===== src/rtl/tetris_move_ctrl.sv =====
// tetris_move_ctrl: sequences all motion of the falling piece.
// Gravity ticks and player left/right/soft-drop requests are arbitrated in
// IDLE. One candidate position at a time goes to the board collision checker
// over a chk_req/chk_ack handshake. The move is committed only when the
// checker reports it legal. An illegal downward move locks the piece, and the
// piece then respawns at (SPAWN_X, SPAWN_Y).
// Optional build macro TETRIS_HARD_DROP_EN adds a hard_drop_req input. That
// input chains down checks back to back until the piece lands.
module tetris_move_ctrl #(
    parameter int GRAV_DIV = 25000000,   // clk cycles per gravity tick, >= 2
    parameter int X_MAX    = 9,          // rightmost legal column
    parameter int SPAWN_X  = 5,          // spawn column
    parameter int SPAWN_Y  = 0           // spawn row
) (
    input  logic       clk,
    input  logic       rst,
`ifdef TETRIS_HARD_DROP_EN
    input  logic       hard_drop_req,
`endif
    input  logic       left_req,
    input  logic       right_req,
    input  logic       drop_req,
    output logic       chk_req,
    output logic [4:0] chk_x,
    output logic [4:0] chk_y,
    input  logic       chk_ack,
    input  logic       chk_ok,
    output logic [4:0] pos_x,
    output logic [4:0] pos_y,
    output logic       lock_pulse,
    output logic       spawn_pulse,
    output logic       busy
);

    localparam int         CNT_W    = (GRAV_DIV > 2) ? $clog2(GRAV_DIV) : 1;
    localparam logic [CNT_W-1:0] CNT_LAST = CNT_W'(GRAV_DIV - 1);
    localparam logic [4:0] X_MAX_C   = 5'(X_MAX);
    localparam logic [4:0] SPAWN_X_C = 5'(SPAWN_X);
    localparam logic [4:0] SPAWN_Y_C = 5'(SPAWN_Y);

    localparam logic [1:0] ST_IDLE  = 2'd0;
    localparam logic [1:0] ST_CHECK = 2'd1;
    localparam logic [1:0] ST_LOCK  = 2'd2;
    localparam logic [1:0] ST_SPAWN = 2'd3;

    logic [1:0]       state_q,     state_d;
    logic [4:0]       pos_x_q,     pos_x_d;
    logic [4:0]       pos_y_q,     pos_y_d;
    logic [4:0]       cand_x_q,    cand_x_d;
    logic [4:0]       cand_y_q,    cand_y_d;
    logic             chk_req_q,   chk_req_d;
    logic             down_q,      down_d;       // candidate is a downward move
    logic [CNT_W-1:0] grav_cnt_q,  grav_cnt_d;
    logic             grav_pend_q, grav_pend_d;
`ifdef TETRIS_HARD_DROP_EN
    logic             hd_mode_q,   hd_mode_d;    // chaining down checks
`endif

    // Launch request built by the IDLE arbiter, applied below the case
    logic             launch_en;
    logic             launch_down;
    logic [4:0]       launch_x;
    logic [4:0]       launch_y;
    logic             grav_clr;
    logic             grav_tick;

    assign grav_tick = (grav_cnt_q == CNT_LAST);

    // Next-state logic: gravity timer, IDLE arbitration, handshake and lock/spawn
    always_comb begin
        state_d     = state_q;
        pos_x_d     = pos_x_q;
        pos_y_d     = pos_y_q;
        cand_x_d    = cand_x_q;
        cand_y_d    = cand_y_q;
        chk_req_d   = chk_req_q;
        down_d      = down_q;
`ifdef TETRIS_HARD_DROP_EN
        hd_mode_d   = hd_mode_q;
`endif
        launch_en   = 1'b0;
        launch_down = 1'b0;
        launch_x    = pos_x_q;
        launch_y    = pos_y_q;
        grav_clr    = 1'b0;

        // Free-running gravity divider, independent of the FSM state
        grav_cnt_d = grav_tick ? '0 : grav_cnt_q + 1'b1;

        case (state_q)
            ST_IDLE: begin
`ifdef TETRIS_HARD_DROP_EN
                if (hard_drop_req) begin
                    launch_en   = 1'b1;
                    launch_down = 1'b1;
                    launch_y    = pos_y_q + 5'd1;
                    grav_clr    = 1'b1;
                    hd_mode_d   = 1'b1;
                end else
`endif
                if (grav_pend_q) begin
                    launch_en   = 1'b1;
                    launch_down = 1'b1;
                    launch_y    = pos_y_q + 5'd1;
                    grav_clr    = 1'b1;
                end else if (drop_req) begin
                    launch_en   = 1'b1;
                    launch_down = 1'b1;
                    launch_y    = pos_y_q + 5'd1;
                end else if (left_req) begin
                    // At the wall the request is swallowed without a handshake
                    if (pos_x_q != 5'd0) begin
                        launch_en = 1'b1;
                        launch_x  = pos_x_q - 5'd1;
                    end
                end else if (right_req) begin
                    if (pos_x_q != X_MAX_C) begin
                        launch_en = 1'b1;
                        launch_x  = pos_x_q + 5'd1;
                    end
                end
            end

            ST_CHECK: begin
                if (chk_ack) begin
                    if (chk_ok) begin
                        pos_x_d = cand_x_q;
                        pos_y_d = cand_y_q;
`ifdef TETRIS_HARD_DROP_EN
                        if (hd_mode_q) begin
                            // Keep the request up and propose the next row
                            cand_y_d = cand_y_q + 5'd1;
                        end else begin
                            chk_req_d = 1'b0;
                            state_d   = ST_IDLE;
                        end
`else
                        chk_req_d = 1'b0;
                        state_d   = ST_IDLE;
`endif
                    end else begin
                        chk_req_d = 1'b0;
                        state_d   = down_q ? ST_LOCK : ST_IDLE;
`ifdef TETRIS_HARD_DROP_EN
                        hd_mode_d = 1'b0;
`endif
                    end
                end
            end

            ST_LOCK: begin
                // Load spawn position on leaving LOCK so SPAWN already shows it
                pos_x_d = SPAWN_X_C;
                pos_y_d = SPAWN_Y_C;
                state_d = ST_SPAWN;
            end

            default: begin
                state_d = ST_IDLE;
            end
        endcase

        if (launch_en) begin
            cand_x_d  = launch_x;
            cand_y_d  = launch_y;
            down_d    = launch_down;
            chk_req_d = 1'b1;
            state_d   = ST_CHECK;
        end

        // A fresh tick wins over the clear; a tick while pending is absorbed
        if (grav_tick) begin
            grav_pend_d = 1'b1;
        end else if (grav_clr) begin
            grav_pend_d = 1'b0;
        end else begin
            grav_pend_d = grav_pend_q;
        end
    end

    // State registers with asynchronous reset to the spawn position
    always_ff @(posedge clk or posedge rst) begin
        if (rst) begin
            state_q     <= ST_IDLE;
            pos_x_q     <= SPAWN_X_C;
            pos_y_q     <= SPAWN_Y_C;
            cand_x_q    <= 5'd0;
            cand_y_q    <= 5'd0;
            chk_req_q   <= 1'b0;
            down_q      <= 1'b0;
            grav_cnt_q  <= '0;
            grav_pend_q <= 1'b0;
        end else begin
            state_q     <= state_d;
            pos_x_q     <= pos_x_d;
            pos_y_q     <= pos_y_d;
            cand_x_q    <= cand_x_d;
            cand_y_q    <= cand_y_d;
            chk_req_q   <= chk_req_d;
            down_q      <= down_d;
            grav_cnt_q  <= grav_cnt_d;
            grav_pend_q <= grav_pend_d;
        end
    end

`ifdef TETRIS_HARD_DROP_EN
    // Hard-drop mode flag
    always_ff @(posedge clk or posedge rst) begin
        if (rst) begin
            hd_mode_q <= 1'b0;
        end else begin
            hd_mode_q <= hd_mode_d;
        end
    end
`endif

    assign chk_req     = chk_req_q;
    assign chk_x       = cand_x_q;
    assign chk_y       = cand_y_q;
    assign pos_x       = pos_x_q;
    assign pos_y       = pos_y_q;
    assign lock_pulse  = (state_q == ST_LOCK);
    assign spawn_pulse = (state_q == ST_SPAWN);
    assign busy        = (state_q != ST_IDLE);

endmodule


===== config.mk =====
export PLATFORM = sky130hd
export DESIGN_NAME = tetris_move_ctrl
export DESIGN_NICKNAME = d
export VERILOG_FILES = /design/src/rtl/tetris_move_ctrl.sv
export SDC_FILE = /design/constraint.sdc
export NUM_CORES = 1
export LEC_CHECK = 0
export ABC_AREA = 1
export CAP_MARGIN = 20
export CORE_MARGIN = 4
export CORE_UTILIZATION = 49
export CTS_CLUSTER_SIZE = 28
export DETAILED_ROUTE_END_ITERATION = 10
export PLACE_DENSITY = 0.7
export SLEW_MARGIN = 20
export SYNTH_ARGS = -nofsm -noshare
export SYNTH_HDL_FRONTEND = slang
export SYNTH_SLANG_ARGS = --single-unit

===== constraint.sdc =====
create_clock -name clk -period 4.9 [get_ports clk]
set_clock_uncertainty 0.2 [all_clocks]
set_input_delay 1.225 -clock clk [delete_from_list [all_inputs] [get_ports clk]]
set_output_delay 1.225 -clock clk [all_outputs]
set_load 0.1 [all_outputs]

# After elaboration in Yosys (flattened, before gate mapping)
# Index checks and enable logic that the tools add are counted.
[word_totals]
regBits = 50
in_bits = 7
output_inout_bits = 24
word_cells = 71
[op_classes]
n_addsub = 4
n_eq_ne = 9
mux = 39
n_reduce_logical = 10
[ops]
columns = ["cell", "count"]
rows = [
  ["$mux W5", 14],
  ["$add A25 B1 Y25 const B", 1],
  ["$eq A25 B25 Y1 const B", 1],
  ["$mux W25", 1],
  ["$pmux W5 S2", 2],
  ["$mux W1", 17],
  ["$add A5 B1 Y5 const B", 2],
  ["$reduce_bool A2 Y1", 5],
  ["$mux W2", 4],
  ["$ne A2 B2 Y1 const B", 3],
  ["$pmux W2 S3", 1],
  ["$ne A5 B4 Y1 const B", 1],
  ["$reduce_bool A5 Y1", 1],
  ["$sub A5 B1 Y5 const B", 1],
  ["$eq A2 B2 Y1 const B", 2],
  ["$reduce_and A2 Y1", 2],
  ["$ne A3 B3 Y1 const B", 1],
  ["$reduce_and A3 Y1", 1],
  ["$eq A2 B1 Y1 const B", 1],
  ["$logic_not A2 Y1", 1],
]

# Depth between registers and ports, before layout
# Gate-level depths: netlist of the first run.
[depth]
word_depth = 9
mapped_depth = 12
depth_no_buf = 12

# Worst setup path before layout of the first run
# Ideal clock, no wire load.
[synth_path]
path_kind = "register to output"
from = "reg state_q[0]"
to = "out lock_pulse"
t_arrival_ns = 1.296
required_ns = 3.475
slack_ns = 2.179
stages_incl_launch_ff = 3
n_path_buf = 0
cell_sequence = "dfrtp_1 -> inv_1 -> ha_1"
[synth_via]
elab_chain_cells = 1
[synth_lines]
columns = ["item", "line_no", "text"]
rows = [
  ["from (decl)", "46", "logic [1:0] state_q, state_d;"],
  ["from (signal assigned)", "194", "state_q <= state_d;"],
  ["$eq A2 B2 Y1", "222", "assign lock_pulse = (state_q == ST_LOCK);"],
  ["to (decl)", "30", "output logic lock_pulse,"],
]
# Every way passes these cells.

# Worst setup path after layout of the first run
[layout_path]
from = "reg state_q[1]"
to = "out busy"
[layout_via]
elab_chain_cells = 1
[layout_lines]
columns = ["item", "line_no", "text"]
rows = [
  ["$reduce_bool A2 Y1", "224", "assign busy = (state_q != ST_IDLE);"],
  ["to (decl)", "32", "output logic busy"],
]
# Every way passes these cells.

==> results of run 1 <==
[placed cells by master, fill, tap and decap left out, types with 4 or more instances in the layout]
cell             instances
a21oi_1                  9
clkbuf_8                 6
clkdlybuf4s50_1         30
dfrtp_1                 48
ha_1                     9
inv_1                   49
nand2_1                125
nand2_2                  4
nand3_1                 29
nand4_1                  8
nor2_1                  58
nor3_1                   4
o21ai_0                 14
o21ai_1                  4
xor2_1                  14
[registers in the layout (all words and copies together), names as in the netlist]
| name | flops |
|---|---|
| down_q | 1 |
| grav_pend_q | 1 |
| grav_cnt_q | 25 |
| chk_x | 5 |
| state_q | 2 |
| chk_req | 1 |
| pos_y | 5 |
| chk_y | 5 |
| pos_x | 5 |
[tightest hold or removal path, cell delays in order (launching register included)]
cell and delay (ns):
dfrtp_1 0.35, nand2_1 0.05, nand2_1 0.06
[final cells by class]
class / count / area (um^2) / area share
clock inverters: 2 / 12.5 / 0.00364
inverters: 55 / 210 / 0.0612
clock buffers: 6 / 82.6 / 0.0240
repair buffers: 30 / 300 / 0.0874
flip-flops and latches: 50 / 1250 / 0.365
well taps: 75 / 93.8 / 0.0273
multi-input cells: 297 / 1480 / 0.432
[cells by family (layout without fill, tap and decap cells)]
family                     Yosys count  in the layout  synth area share
adders and majority gates            9              9            0.0379
DFF                                 50             50             0.422
xor gates and xnor gates            17             17            0.0501
buffers and inverters               58             93            0.0795
AOI/OAI and AO/OA                   30             30            0.0535
and+or+nand+nor                    241            241             0.357
[power by group through the flow]
stage                     logic, uW  registers (uW)  clock network [uW]
final                          1050             576                 254
after floorplan                 414            1000                   0
after detailed placement       1050             583                   0
after global placement         1050             581                   0
after CTS                      1060             576                 262
after global routing           1120             589                 283
[stage by stage]
step	power, uW	setup slack, ns	cells
2_1_floorplan	1420	2.18	405
3_3_place_gp	1630	1.44	507
3_5_place_dp	1640	1.40	507
4_1_cts	1900	1.07	515
5_1_grt	1990	0.996	515
6_report	1880	1.08	515
[per-layer routing]
layer,GRT usage,part of all wire,vias up
met3,0.0336,0.035,8
met2,0.282,0.43,46
met5,0,0,-
li1,-,-,1322
met1,0.281,0.52,1172
met4,0.0475,0.012,0
[worst max path at each step]
stage	from	to	cells after the start
finish	state_q[1]	busy	4
CTS	state_q[1]	busy	4
floorplan	state_q[0]	lock_pulse	2
global placement	state_q[0]	busy	4
global route	state_q[0]	busy	4
detailed placement	state_q[1]	busy	4
==> out/qor.txt, run 1 <==
Pin count of the biggest net entering global routing: 51
Initial Util: 0.502
Delay of the slowest cell on the worst path: 1.14 ns
Maximum clock frequency: 0.261 GHz
Critical-path top delay cell: clkdlybuf4s50_1
Critical R2R Launch: grav_cnt_q[0]
Post-synth top area share: 0.404
Fin crit period: 3.82 ns
CTS tree: yes
Maxcap violations: 0
Average cell area after synthesis: 7.34 um^2
Post-synthesis cell type count: 31
Peak ir drop on the vdd network: 0.000523 V
Crit-path cells: inv_1 > ha_1 > inv_4 > clkdlybuf4s50_1
Seq pwr share: 0.306
Logic gate share of total power: 0.559
Pint: 858 uW
Hold Crit Class: register to register
Pwr per Cell Area: 548 nW/um^2
Die H: 85.9 um
R2r endpoint: grav_cnt_q[12]
Post-DP HPWL: 4770 um
Final count of hold timing violations: 0
Hold Slack: 0.293 ns
Area contributors post-synth: dfrtp_1 (40%), nand2_1 (16%), nor2_1 (7.3%)
WP data arrival: 2.40 ns
Post-Syn Instances: 405
Number of antenna violations at the first check in global routing: 0
Nets: 455
Vias after detailed routing: 2,548
CP Buf/Inv Count: 3
RSZ-0062 raised after global routing: no
Lkg Pwr: 0.00160 uW
IO Port Bufs: 30
Initial DRC count: 150
Run status: finished, final reports clean
R2R depth: 6
GRT Total Usage: 0.188
Clock buffer depth: 2
Leading area contributor after synthesis: dfrtp_1
Worst-path fanout max: 6
GRT Residual Overflow: 0
Core area: 5920 um^2
Clock transition at path regs: 0.09 ns
CP required: 3.47 ns
Net Sw Frac: 0.545
Htree depth: 2
Ys Warns: 0
DRT Pass-1 Iters: 4
Post-synth top cells: nand2_1 (125), nor2_1 (58), inv_1 (50), dfrtp_1 (48), nand3_1 (29)
Clock sink count: 50
Startpoint Class: register
Final wirelength: 6430 um
Die ar.: 7380 um^2
Most frequent cell after synthesis: nand2_1
Clk Latency, worst-skew pair: 0.31 ns
Register area share after synthesis: 0.422
Part of the cycle the worst path needs: 0.780
Num rows: 28
Final setup TNS: 0 ns
Asr flop ratio synth: 1.00
Area growth from synthesis to layout: 15.6%
Final core utilization: 0.580
Global-route wire length before repair: 11,100 um
Routability congestion estimate: 0.922
Critical path class: register to output port
Hold_sp: chk_req
Chip Width: 85.9 um
Clk pwr share: 0.135
Post_cts resized: 0
Placed cell areas: 3340 um^2
FF-to-FF setup slack: 2.79 ns
CTS Root Cell: clkbuf_8
Hold_buf cts: 0
Yosys reg bits: 50
Hold EP: chk_req
Rel. slew slack: 0.344
Hold Crit Depth: 2
Final Max Slew Viols: 0
Primary FF master, synth: dfrtp_1
Via density per instance: 4.95
Slew of the pin with the lowest slew margin: 0.981 ns
Antenna Nets Post-Route: 0
Post-CTS setup buffer count: 0
Net Switching: 1030 uW
Vias in the first global route: 2,430
Syn_nets: 421
Setup crit end kind: output port
Top Family by Delay on Critical Path: buffers and inverters
# fillers: 558
Final instance area: 3440 um^2
Number of enable flip-flop cells after synthesis: 0
Drt drc: 0
WL per Instance: 12.5 um
Layout cells sized above 1: 0.0750
N_diodes: 0
Clock buffer count from CTS: 5
Io pins: 31
Final setup violation count: 0
Synthesized area: 2970 um^2
No activity file was read; power rests on OpenSTA's default activity.
==> inputs of run 2 (changes only) <==
==> constraint.sdc (replaced) <==
create_clock -name clk -period 3.7 [get_ports clk]
set_clock_uncertainty 0.2 [all_clocks]
set_input_delay 0.925 -clock clk [delete_from_list [all_inputs] [get_ports clk]]
set_output_delay 0.925 -clock clk [all_outputs]
set_load 0.1 [all_outputs]
==> out/qor.txt, run 2 (synthesized netlist as in run 1, its figures left out) <==
Clock buffer count from CTS: 5
WP data arrival: 1.60 ns
Worst-path fanout max: 6
Most common cell after layout, fill and taps aside: nand2_1
Max reg flops: 25
Chip Width: 85.9 um
Setup crit end kind: output port
Htree depth: 2
CTS Root Cell: clkbuf_8
Clk Latency, worst-skew pair: 0.30 ns
Post_cts resized: 0
Layout cells sized above 1: 0.129
Core area: 5920 um^2
Final wirelength: 6520 um
Routed met1 length: 3420 um
Part of the cycle the worst path needs: 0.737
Critical path class: register to output port
Vias in the first global route: 2,448
Final count of hold timing violations: 0
Commonest non-fill, non-tap cells in the layout: nand2_1 (125), nor2_1 (58), inv_1 (49), dfrtp_1 (48), nand3_1 (29)
GRT Residual Overflow: 0
Hold Slack: 0.296 ns
Final setup TNS: 0 ns
Maxcap violations: 0
Pin count of the biggest net entering global routing: 27
Startpoint Class: register
WL per Instance: 12.6 um
Seq pwr share: 0.304
Clock buffer depth: 2
Placed cells: 509
Net Switching: 1360 uW
Top Layer Used: met4
Run status: finished, final reports clean
Die H: 85.9 um
Nets: 457
Most flops, register: grav_cnt_q
# fillers: 561
Final setup violation count: 0
Net Sw Frac: 0.541
Via density per instance: 5.02
Peak ir drop on the vdd network: 0.000733 V
Global-route wire length before repair: 11,400 um
Hold_buf cts: 0
Clock sink count: 50
Rel. slew slack: 0.547
Number of antenna violations at the first check in global routing: 0
RSZ-0062 raised after global routing: no
FF-to-FF setup slack: 1.66 ns
Final core utilization: 0.574
Initial DRC count: 210
IO Port Bufs: 30
Final Max Slew Viols: 0
Slew of the pin with the lowest slew margin: 0.677 ns
CTS tree: yes
Die ar.: 7380 um^2
Num rows: 28
Antenna Nets Post-Route: 0
Pwr per Cell Area: 741 nW/um^2
DRT Pass-1 Iters: 4
Hold Crit Class: register to register
Io pins: 31
Non-Filler Instances: 517
CP required: 2.57 ns
Initial Util: 0.502
Logic gate share of total power: 0.545
Pint: 1160 uW
Clock transition at path regs: 0.09 ns
Routability congestion estimate: 0.868
Drt drc: 0
Post-CTS setup buffer count: 0
Clk pwr share: 0.151
Detail Route met3 WL: 294 um
Maximum clock frequency: 0.367 GHz
Metal2 WL: 2700 um
Vias after detailed routing: 2,594
Post-DP HPWL: 4960 um
Area growth from synthesis to layout: 14.4%
N_diodes: 0
GRT Total Usage: 0.191
Lkg Pwr: 0.00165 uW
Fin crit period: 2.73 ns
run 2: changes by cell type in the layout (fill, tap and decap cells not counted), sizes merged:
| cell | change |
|---|---|
| inv | +1 |
| clkinvlp | -1 |
| bufinv | +1 |
| clkdlybuf4s50 | -24 |
| clkbuf | +1 |
| clkinv | -2 |
| buf | +26 |
run 2: final cells by class:
cell class / instances / area [um^2] / area share
clock buffers: 7 / 76.3 / 0.0224
clock inverters: 1 / 30.0 / 0.00883
inverters: 55 / 209 / 0.0614
multi-input cells: 297 / 1480 / 0.436
flip-flops and latches: 50 / 1250 / 0.369
well taps: 75 / 93.8 / 0.0276
repair buffers: 32 / 255 / 0.0751
run 2: path summary, 6_finish.rpt:
check	from	to	cells past startpoint
hold reg to reg	chk_req	chk_req	2
setup reg to reg	grav_cnt_q[0]	grav_cnt_q[19]	6
setup / recovery	state_q[0]	busy	4
min in group asynchronous	rst	pos_y[0]	2
hold / removal	chk_req	chk_req	2
max in group asynchronous	rst	pos_x[2]	3
run 2: power by group through the flow:
stage / sequential, uW / combinational [uW] / clock (uW)
finish: 767 / 1370 / 381
global route: 783 / 1460 / 417
CTS: 765 / 1380 / 390
detailed placement: 775 / 1380 / 0
global placement: 777 / 1350 / 0
floorplan: 1330 / 548 / 0
run 2: layer usage:
| layer | up-vias | track usage |
|---|---|---|
| li1 | 1330 | - |
| met1 | 1187 | 0.288 |
| met2 | 65 | 0.279 |
| met3 | 12 | 0.0307 |
| met4 | 0 | 0.0633 |
| met5 | - | 0 |
run 2: critical path: stages, from the launching register on:
cell and delay, ns:
dfrtp_1 0.41, inv_1 0.11, ha_1 0.44, inv_4 0.10
buf_4 0.25
run 2: metrics by stage:
stage | area, um^2 | power [uW] | setup WS (ns)
global placement | 3290 | 2130 | 1.14
CTS | 3400 | 2530 | 0.956
finish | 3400 | 2520 | 0.972
floorplan | 2970 | 1870 | 1.17
global route | 3400 | 2660 | 0.895
detailed placement | 3290 | 2150 | 1.04
